[src/rtl/axi_log_arbiter.sv]
// axi_log_arbiter
//   Merges the AR and AW handshake events of one AXI port into the single
//   event stream consumed by the AXI BRAM logger. Each channel queues events
//   in a small FIFO; a round-robin scheduler emits at most one event per
//   cycle and tags the ID MSB with the source channel (0 = AR, 1 = AW).
//
// Ports
//   Clk_CI, Rst_RBI                     clock, synchronous active-low reset
//   Ar*/Aw* (Valid, Ready, Id, Addr, Len) monitored AXI address channels
//   Enable_SI                           capture enable
//   Clear_SI                            flush FIFOs, counters and RR pointer
//   LogStall_SI                         logger full/clearing, blocks pops
//   LogValid_SO, LogId_DO,
//   LogAddr_DO, LogLen_DO               registered event output
//   ArDropCnt_DO, AwDropCnt_DO          saturating overflow-drop counters
module axi_log_arbiter #(
  parameter int unsigned AXI_ID_BITW   = 8,
  parameter int unsigned AXI_ADDR_BITW = 32,
  parameter int unsigned AXI_LEN_BITW  = 8,
  parameter int unsigned FIFO_DEPTH    = 4,
  parameter int unsigned DROP_CNT_BITW = 16
) (
  input  logic                     Clk_CI,
  input  logic                     Rst_RBI,
  input  logic                     ArValid_SI,
  input  logic                     ArReady_SI,
  input  logic [AXI_ID_BITW-1:0]   ArId_DI,
  input  logic [AXI_ADDR_BITW-1:0] ArAddr_DI,
  input  logic [AXI_LEN_BITW-1:0]  ArLen_DI,
  input  logic                     AwValid_SI,
  input  logic                     AwReady_SI,
  input  logic [AXI_ID_BITW-1:0]   AwId_DI,
  input  logic [AXI_ADDR_BITW-1:0] AwAddr_DI,
  input  logic [AXI_LEN_BITW-1:0]  AwLen_DI,
  input  logic                     Enable_SI,
  input  logic                     Clear_SI,
  input  logic                     LogStall_SI,
  output logic                     LogValid_SO,
  output logic [AXI_ID_BITW:0]     LogId_DO,
  output logic [AXI_ADDR_BITW-1:0] LogAddr_DO,
  output logic [AXI_LEN_BITW-1:0]  LogLen_DO,
  output logic [DROP_CNT_BITW-1:0] ArDropCnt_DO,
  output logic [DROP_CNT_BITW-1:0] AwDropCnt_DO
);

  localparam int unsigned IDX_W   = $clog2(FIFO_DEPTH);
  localparam int unsigned PTR_W   = IDX_W + 1;
  localparam int unsigned ENTRY_W = AXI_ID_BITW + AXI_ADDR_BITW + AXI_LEN_BITW;

  // Index 0 = AR channel, index 1 = AW channel throughout.
  logic [ENTRY_W-1:0]       mem_q      [2][FIFO_DEPTH];
  logic [PTR_W-1:0]         wr_ptr_q   [2];
  logic [PTR_W-1:0]         rd_ptr_q   [2];
  logic [DROP_CNT_BITW-1:0] drop_cnt_q [2];
  logic                     rr_q;

  logic [ENTRY_W-1:0] entry_in [2];
  logic [1:0]         push_req;
  logic [1:0]         empty;
  logic [1:0]         full;
  logic [1:0]         pop;
  logic [1:0]         push_ok;
  logic [1:0]         drop;
  logic               contested;
  logic               sel;
  logic [ENTRY_W-1:0] head;

  always_comb begin
    entry_in[0] = {ArId_DI, ArAddr_DI, ArLen_DI};
    entry_in[1] = {AwId_DI, AwAddr_DI, AwLen_DI};
    push_req[0] = ArValid_SI & ArReady_SI & Enable_SI & ~Clear_SI;
    push_req[1] = AwValid_SI & AwReady_SI & Enable_SI & ~Clear_SI;

    for (int unsigned c = 0; c < 2; c++) begin
      empty[c] = (wr_ptr_q[c] == rd_ptr_q[c]);
      // Full when the index bits match but the wrap bits differ.
      full[c]  = (wr_ptr_q[c][PTR_W-1] != rd_ptr_q[c][PTR_W-1]) &&
                 (wr_ptr_q[c][IDX_W-1:0] == rd_ptr_q[c][IDX_W-1:0]);
    end

    pop       = 2'b00;
    contested = 1'b0;
    if (!LogStall_SI && !Clear_SI) begin
      if (!empty[0] && !empty[1]) begin
        pop[rr_q] = 1'b1;
        contested = 1'b1;
      end else if (!empty[0]) begin
        pop[0] = 1'b1;
      end else if (!empty[1]) begin
        pop[1] = 1'b1;
      end
    end

    // A full FIFO still accepts a push when it is popped in the same cycle.
    for (int unsigned c = 0; c < 2; c++) begin
      push_ok[c] = push_req[c] & (~full[c] | pop[c]);
      drop[c]    = push_req[c] & full[c] & ~pop[c];
    end

    sel  = pop[1];
    head = mem_q[sel][rd_ptr_q[sel][IDX_W-1:0]];
  end

  always_ff @(posedge Clk_CI) begin
    for (int unsigned c = 0; c < 2; c++) begin
      if (push_ok[c]) begin
        mem_q[c][wr_ptr_q[c][IDX_W-1:0]] <= entry_in[c];
      end
    end
  end

  always_ff @(posedge Clk_CI) begin
    if (!Rst_RBI) begin
      for (int unsigned c = 0; c < 2; c++) begin
        wr_ptr_q[c]   <= '0;
        rd_ptr_q[c]   <= '0;
        drop_cnt_q[c] <= '0;
      end
      rr_q        <= 1'b0;
      LogValid_SO <= 1'b0;
      LogId_DO    <= '0;
      LogAddr_DO  <= '0;
      LogLen_DO   <= '0;
    end else if (Clear_SI) begin
      for (int unsigned c = 0; c < 2; c++) begin
        wr_ptr_q[c]   <= '0;
        rd_ptr_q[c]   <= '0;
        drop_cnt_q[c] <= '0;
      end
      rr_q        <= 1'b0;
      LogValid_SO <= 1'b0;
    end else begin
      for (int unsigned c = 0; c < 2; c++) begin
        if (push_ok[c]) wr_ptr_q[c] <= wr_ptr_q[c] + 1'b1;
        if (pop[c])     rd_ptr_q[c] <= rd_ptr_q[c] + 1'b1;
        if (drop[c] && (drop_cnt_q[c] != '1)) begin
          drop_cnt_q[c] <= drop_cnt_q[c] + 1'b1;
        end
      end
      // Pointer only moves when both channels competed for the slot.
      if (contested) rr_q <= ~rr_q;
      LogValid_SO <= |pop;
      if (|pop) begin
        {LogId_DO, LogAddr_DO, LogLen_DO} <= {sel, head};
      end
    end
  end

  assign ArDropCnt_DO = drop_cnt_q[0];
  assign AwDropCnt_DO = drop_cnt_q[1];

endmodule

[config.mk]
export PLATFORM = sky130hd
export DESIGN_NAME = axi_log_arbiter
export DESIGN_NICKNAME = d
export VERILOG_FILES = /design/src/rtl/axi_log_arbiter.sv
export SDC_FILE = /design/constraint.sdc
export NUM_CORES = 1
export LEC_CHECK = 0
export BUFFER_PORTS_ARGS = -buffer_cell sky130_fd_sc_hd__buf_2
export CAP_MARGIN = 20
export CELL_PAD_IN_SITES_DETAIL_PLACEMENT = 0
export CELL_PAD_IN_SITES_GLOBAL_PLACEMENT = 1
export CORE_UTILIZATION = 51
export DETAILED_ROUTE_END_ITERATION = 8
export HOLD_SLACK_MARGIN = 0.1
export PLACE_DENSITY_LB_ADDON = 0.1
export SLEW_MARGIN = 20
export SYNTH_ARGS = -nofsm -noshare
export SYNTH_HDL_FRONTEND = slang
export SYNTH_SLANG_ARGS = --single-unit
[constraint.sdc]
create_clock -name Clk_CI -period 3.7 [get_ports Clk_CI]
set_input_delay 0.555 -clock Clk_CI [delete_from_list [all_inputs] [get_ports Clk_CI]]
set_output_delay 0.555 -clock Clk_CI [all_outputs]
set_load 0.05 [all_outputs]
[After elaboration in Yosys (flattened, before gate mapping)]
Memory sizes are Yosys's and may differ from the RTL's.
Index checks and enable logic that the tools add are counted.
Word-level totals
  memory bits (writable): 428
  memories: 4
  output and inout port bits: 82
  input port bits: 105
  logic and storage cells: 140
  register bits after elaboration: 51
Memory list
  mem_q: words 2, width 192, rd ports 1, clocked after Yosys merged registers in 0, wr ports 2, line 51  | logic [ENTRY_W-1:0] mem_q [2][FIFO_DEPTH];
  drop_cnt_q: words 2, width 16, rd ports 2, clocked after Yosys merged registers in 0, wr ports 2, line 54  | logic [DROP_CNT_BITW-1:0] drop_cnt_q [2];
  rd_ptr_q: words 2, width 3, rd ports 3, clocked after Yosys merged registers in 0, wr ports 2, line 53  | logic [PTR_W-1:0] rd_ptr_q [2];
  wr_ptr_q: words 2, width 3, rd ports 2, clocked after Yosys merged registers in 0, wr ports 2, line 52  | logic [PTR_W-1:0] wr_ptr_q [2];
Cells by class
  reduce and logical (&&, ||, !) cells: 16
  equality and inequality tests: 8
  add/sub/neg operators: 6
  bitwise logic cells: 36
  multiplexer cells: 58
  $lt $le $gt $ge: 7
Operators with widths (count)
  $mux 192: 2
  $demux 48 s2: 2
  $mux 48: 4
  $bmux 48 s2: 1
  $mux 16: 4
  $mux 1: 34
  $add 16x1->16 const B: 2
  $ne 16x16->1 const B: 2
  $mux 3: 8
  $or 1x1->1: 14
  $add 3x1->3 const B: 4
  $and 1x1->1: 12
  $ge 3x3->1 const B: 3
  $logic_and 1x1->1: 9
  $not 2->3: 3
  $not 1->1: 7
  $eq 3x3->1: 2
  $lt 3x1->1 const B: 2
  $eq 2x2->1: 2
  $logic_not 1->1: 4
  $mux 2: 2
  $reduce_or 2->1: 2
  $lt 1x2->1 const B: 1
  $ne 1x1->1: 2
  3 further kinds: 3

[Logic depth before layout (Yosys ltp)]
  word-level depth: 14
  mapped depth: 8
  depth with buffers taken out: 6

[Worst setup path before layout]
No wires, ideal clock.
  kind: input to register
  start: input port LogStall_SI
  end: memory mem_q[0][0] in the netlist's numbering, enable pin
  required time: 3290 ps
  stages: 4
  buffers on the path: 0
  arrival time: 2614 ps
  setup slack: 675 ps
  library setup time: 410 ps
  cells stage by stage: nor2_1 -> a2111o_1 -> nor2b_1 -> and2_1
RTL lines
  start: declaration: line 37  | input logic LogStall_SI,
  end: declaration: line 51

==> impl_metrics.yaml <==
global_route:
  grt-ovfl-total: 0
  grt_pass1_wl_um: 57300
  antenna_found_initial: 9
  grtUsageTotal_pct: 21.2
  grt_max_degree: 51
  grt_pass1_vias: 9231
logic_synthesis:
  seq_area_frac_synth_pct: 75.1
  netlist.area_leader.share_pct: 69.5
  syn_area_per_cell_um2: 20.1
  synth_enable_flop_cells: 428
  synth_area_um2: 18500
  synth_top_cell_by_area: "edfxtp_1"
  synth_cell_type_count: 45
  syn_nets: 1037
  synthTopCellsByArea: "edfxtp_1 70%, mux4_2 11%, dfxtp_1 5.5%"
  synthFlopType: "edfxtp_1"
  ys_seq_elements: 479
  netlist_instances: 920
  yosys_warnings: 0
  synth_async_sr_flop_share_pct: 0
worst_setup_path:
  critPathMaxFanout: 19
  cp_data_arrival_time_ns: 2.91
  r2r_start: "wr_ptr_q[0][2]"
  path_class: "reg -> reg"
  start_kind: "register"
  r2r_cells: 6
  crit_path_end_kind: "register"
  r2r_end: "mem_q[1][68]"
  critical_path_required_ns: 3.93
  r2r_slack_ns: 1.02
  startpoint: "wr_ptr_q[0][2]"
cts:
  cts_resized: 0
  path_clk_slew_ns: 0.06
  htree_levels: 2
  holdBufCountCts: 0
  cts_setup_buffers: 0
  cts_tree: "yes"
  cts.path.max_buffers: 3
  cts_root_buffer: "clkbuf_16"
  numCtsBuffers: 49
  cts.sinks: 479
  clk_latency_ns: 0.56
floorplanning:
  initial_core_util_pct: 52.0
  std_cell_rows: 69
  die-area_um2: 37000
  core_um2: 35600
  ios: 187
  die_h_um: 192
  die_w_um: 192
placed_design:
  post-dp-hpwl_um: 23200
  port_buffers: 186
  gp_congestion: 0.768
  placed_cell_area_um2: 20000
routing:
  drt_iter0_drc: 563
  vias: 9198
  wire_per_inst_um: 23.3
  first_pass_iters: 5
  postRouteAntennaNets: 0
  wl_um: 38200
  route.detailed.drc: 0
  via_per_inst: 5.60
cells_and_area:
  fin_area_um2: 21600
  area_delta_synth_final_pct: 17.0
  nFillCells: 2652
  drive_above_1_share_pct: 33.6
  final_core_util_pct: 60.8
  finalNetCount: 1253
timing:
  slew_viol_final: 0
  fmax_mhz: 373
  setup_tns_ns: 0
  fin_crit_sh_pct: 72.5
  period_needed_ns: 2.68
  hold_viol_final: 0
  rsz0062_at_grt: "no"
  holdWs_ns: 0.208
  slew_headroom_pct: 31.1
  worst_pin_slew_ns: 1.03
  finalClockSkew_ns: 0.0169
  setup-violations-final: 0
status:
  status: "finished, final reports clean"
min_path:
  min_from: "ArAddr_DI[22]"
  hold_class: "in -> reg"
  min_path_cells: 1
  worstHoldEndpoint: "mem_q[0][30]"
run:
  drv_cap: 0
pwr:
  power_leakage_nw: 7.63
  p_per_area_nw_per_um2: 543
  peakVddDrop_v: 0.000385
==> critical path, stage by stage, from the launching register on <==
cell      delay, ns
edfxtp_1       0.41
xnor2_1        0.33
a31o_2         0.29
a211oi_4       0.11
nor2_1         0.25
and2_2         0.56
buf_4          0.38
==> kinds of logic after synthesis <==
logic type | share of synthesized area [%]
xor+xnor | 1.98
compound gates | 2.97
mux | 14.2
buf+inv | 1.43
simple gates | 3.50
fa+ha+maj | 0.812
flops | 75.1
==> flip-flops by register name, summed over array words and instances, names as in the netlist <==
signal,flops
mem_q,384
LogAddr_DO,32
drop_cnt_q,32
LogId_DO,9
LogLen_DO,8
rd_ptr_q,6
wr_ptr_q,6
LogValid_SO,1
rr_q,1
==> metal layers <==
layer	track usage [%]	vias to the layer above	wire length, um
li1	-	4172	-
met1	29.4	4729	16600
met2	34.5	228	18800
met3	4.16	63	1990
met4	5.72	6	752
met5	0	-	37
==> power breakdown <==
group / total [mW] / internal, mW / leakage [nW] / switching [mW]
combinational: 0.925 / 0.342 / 2.49 / 0.583
clock: 4.76 / 2.80 / 0.776 / 1.96
sequential: 6.04 / 5.98 / 4.37 / 0.0567
total: 11.7 / 9.13 / 7.63 / 2.60
==> final cells by class <==
type | count | area [um2] | area share (%)
Sequential cell | 479 | 13900 | 64.2
Multi-Input combinational cell | 391 | 4360 | 20.2
Clock buffer | 73 | 1430 | 6.60
Timing Repair Buffer | 207 | 1190 | 5.50
Tap cell | 461 | 577 | 2.67
Clock inverter | 17 | 140 | 0.648
Inverter | 8 | 30.0 | 0.139
Antenna cell | 7 | 17.5 | 0.0810
==> cell usage in the layout, fill, tap and decap left out, types with 7 or more instances in the layout <==
master     Yosys  layout
and3_1         7       7
dfxtp_1       51      51
mux4_2        94      94
buf_12         0       8
buf_2         25     186
nor2_1        47      47
clkbuf_8       0       9
clkbuf_16      0      50
xor2_1        20      20
inv_1          7       7
nand4_1        7       7
diode_2        0       7
xnor2_1       20      20
nand2_1       27      26
o2bb2ai_1     46      46
mux2i_1       49      49
nand3_1       14      14
edfxtp_1     428     428
buf_4          6      13
clkinv_2       0       9
ha_1          12      12
and2_2         0       8
clkbuf_1       7      14
==> worst max-delay path by stage <==
stage,to,depth (start not counted),slack [ns]
floorplan,mem_q[0][0],4,0.68
detailed placement,mem_q[1][126],6,0.99
global route,mem_q[1][70],6,0.80
finish,mem_q[1][68],6,1.02
CTS,mem_q[1][115],6,0.96
global placement,mem_q[1][126],6,1.03
==> stage by stage <==
stage / total power [mW] / instances / setup WS, ns
floorplan: 6.79 / 920 / 0.675
global placement: 7.09 / 1546 / 1.03
detailed placement: 7.10 / 1546 / 0.987
CTS: 11.8 / 1636 / 0.963
global route: 12.1 / 1638 / 0.801
finish: 11.7 / 1643 / 1.02
==> synthesized netlist by cell type (2+ instances only) <==
master / count
mux4_2: 94
buf_6: 3
clkbuf_1: 7
inv_1: 7
nand4b_1: 2
nand2_1: 27
a21oi_1: 2
and2_1: 8
mux2_2: 2
o21ai_0: 3
and3_1: 7
buf_4: 6
mux2i_1: 49
xnor2_1: 20
and4_1: 4
nor2b_1: 5
buf_2: 25
dfxtp_1: 51
o2bb2ai_1: 46
o21a_1: 2
nor2_1: 47
edfxtp_1: 428
ha_1: 12
nand3_1: 14
a31o_2: 2
nand4_1: 7
xor2_1: 20
nor3_1: 3
(Power assumes the default switching activity.)
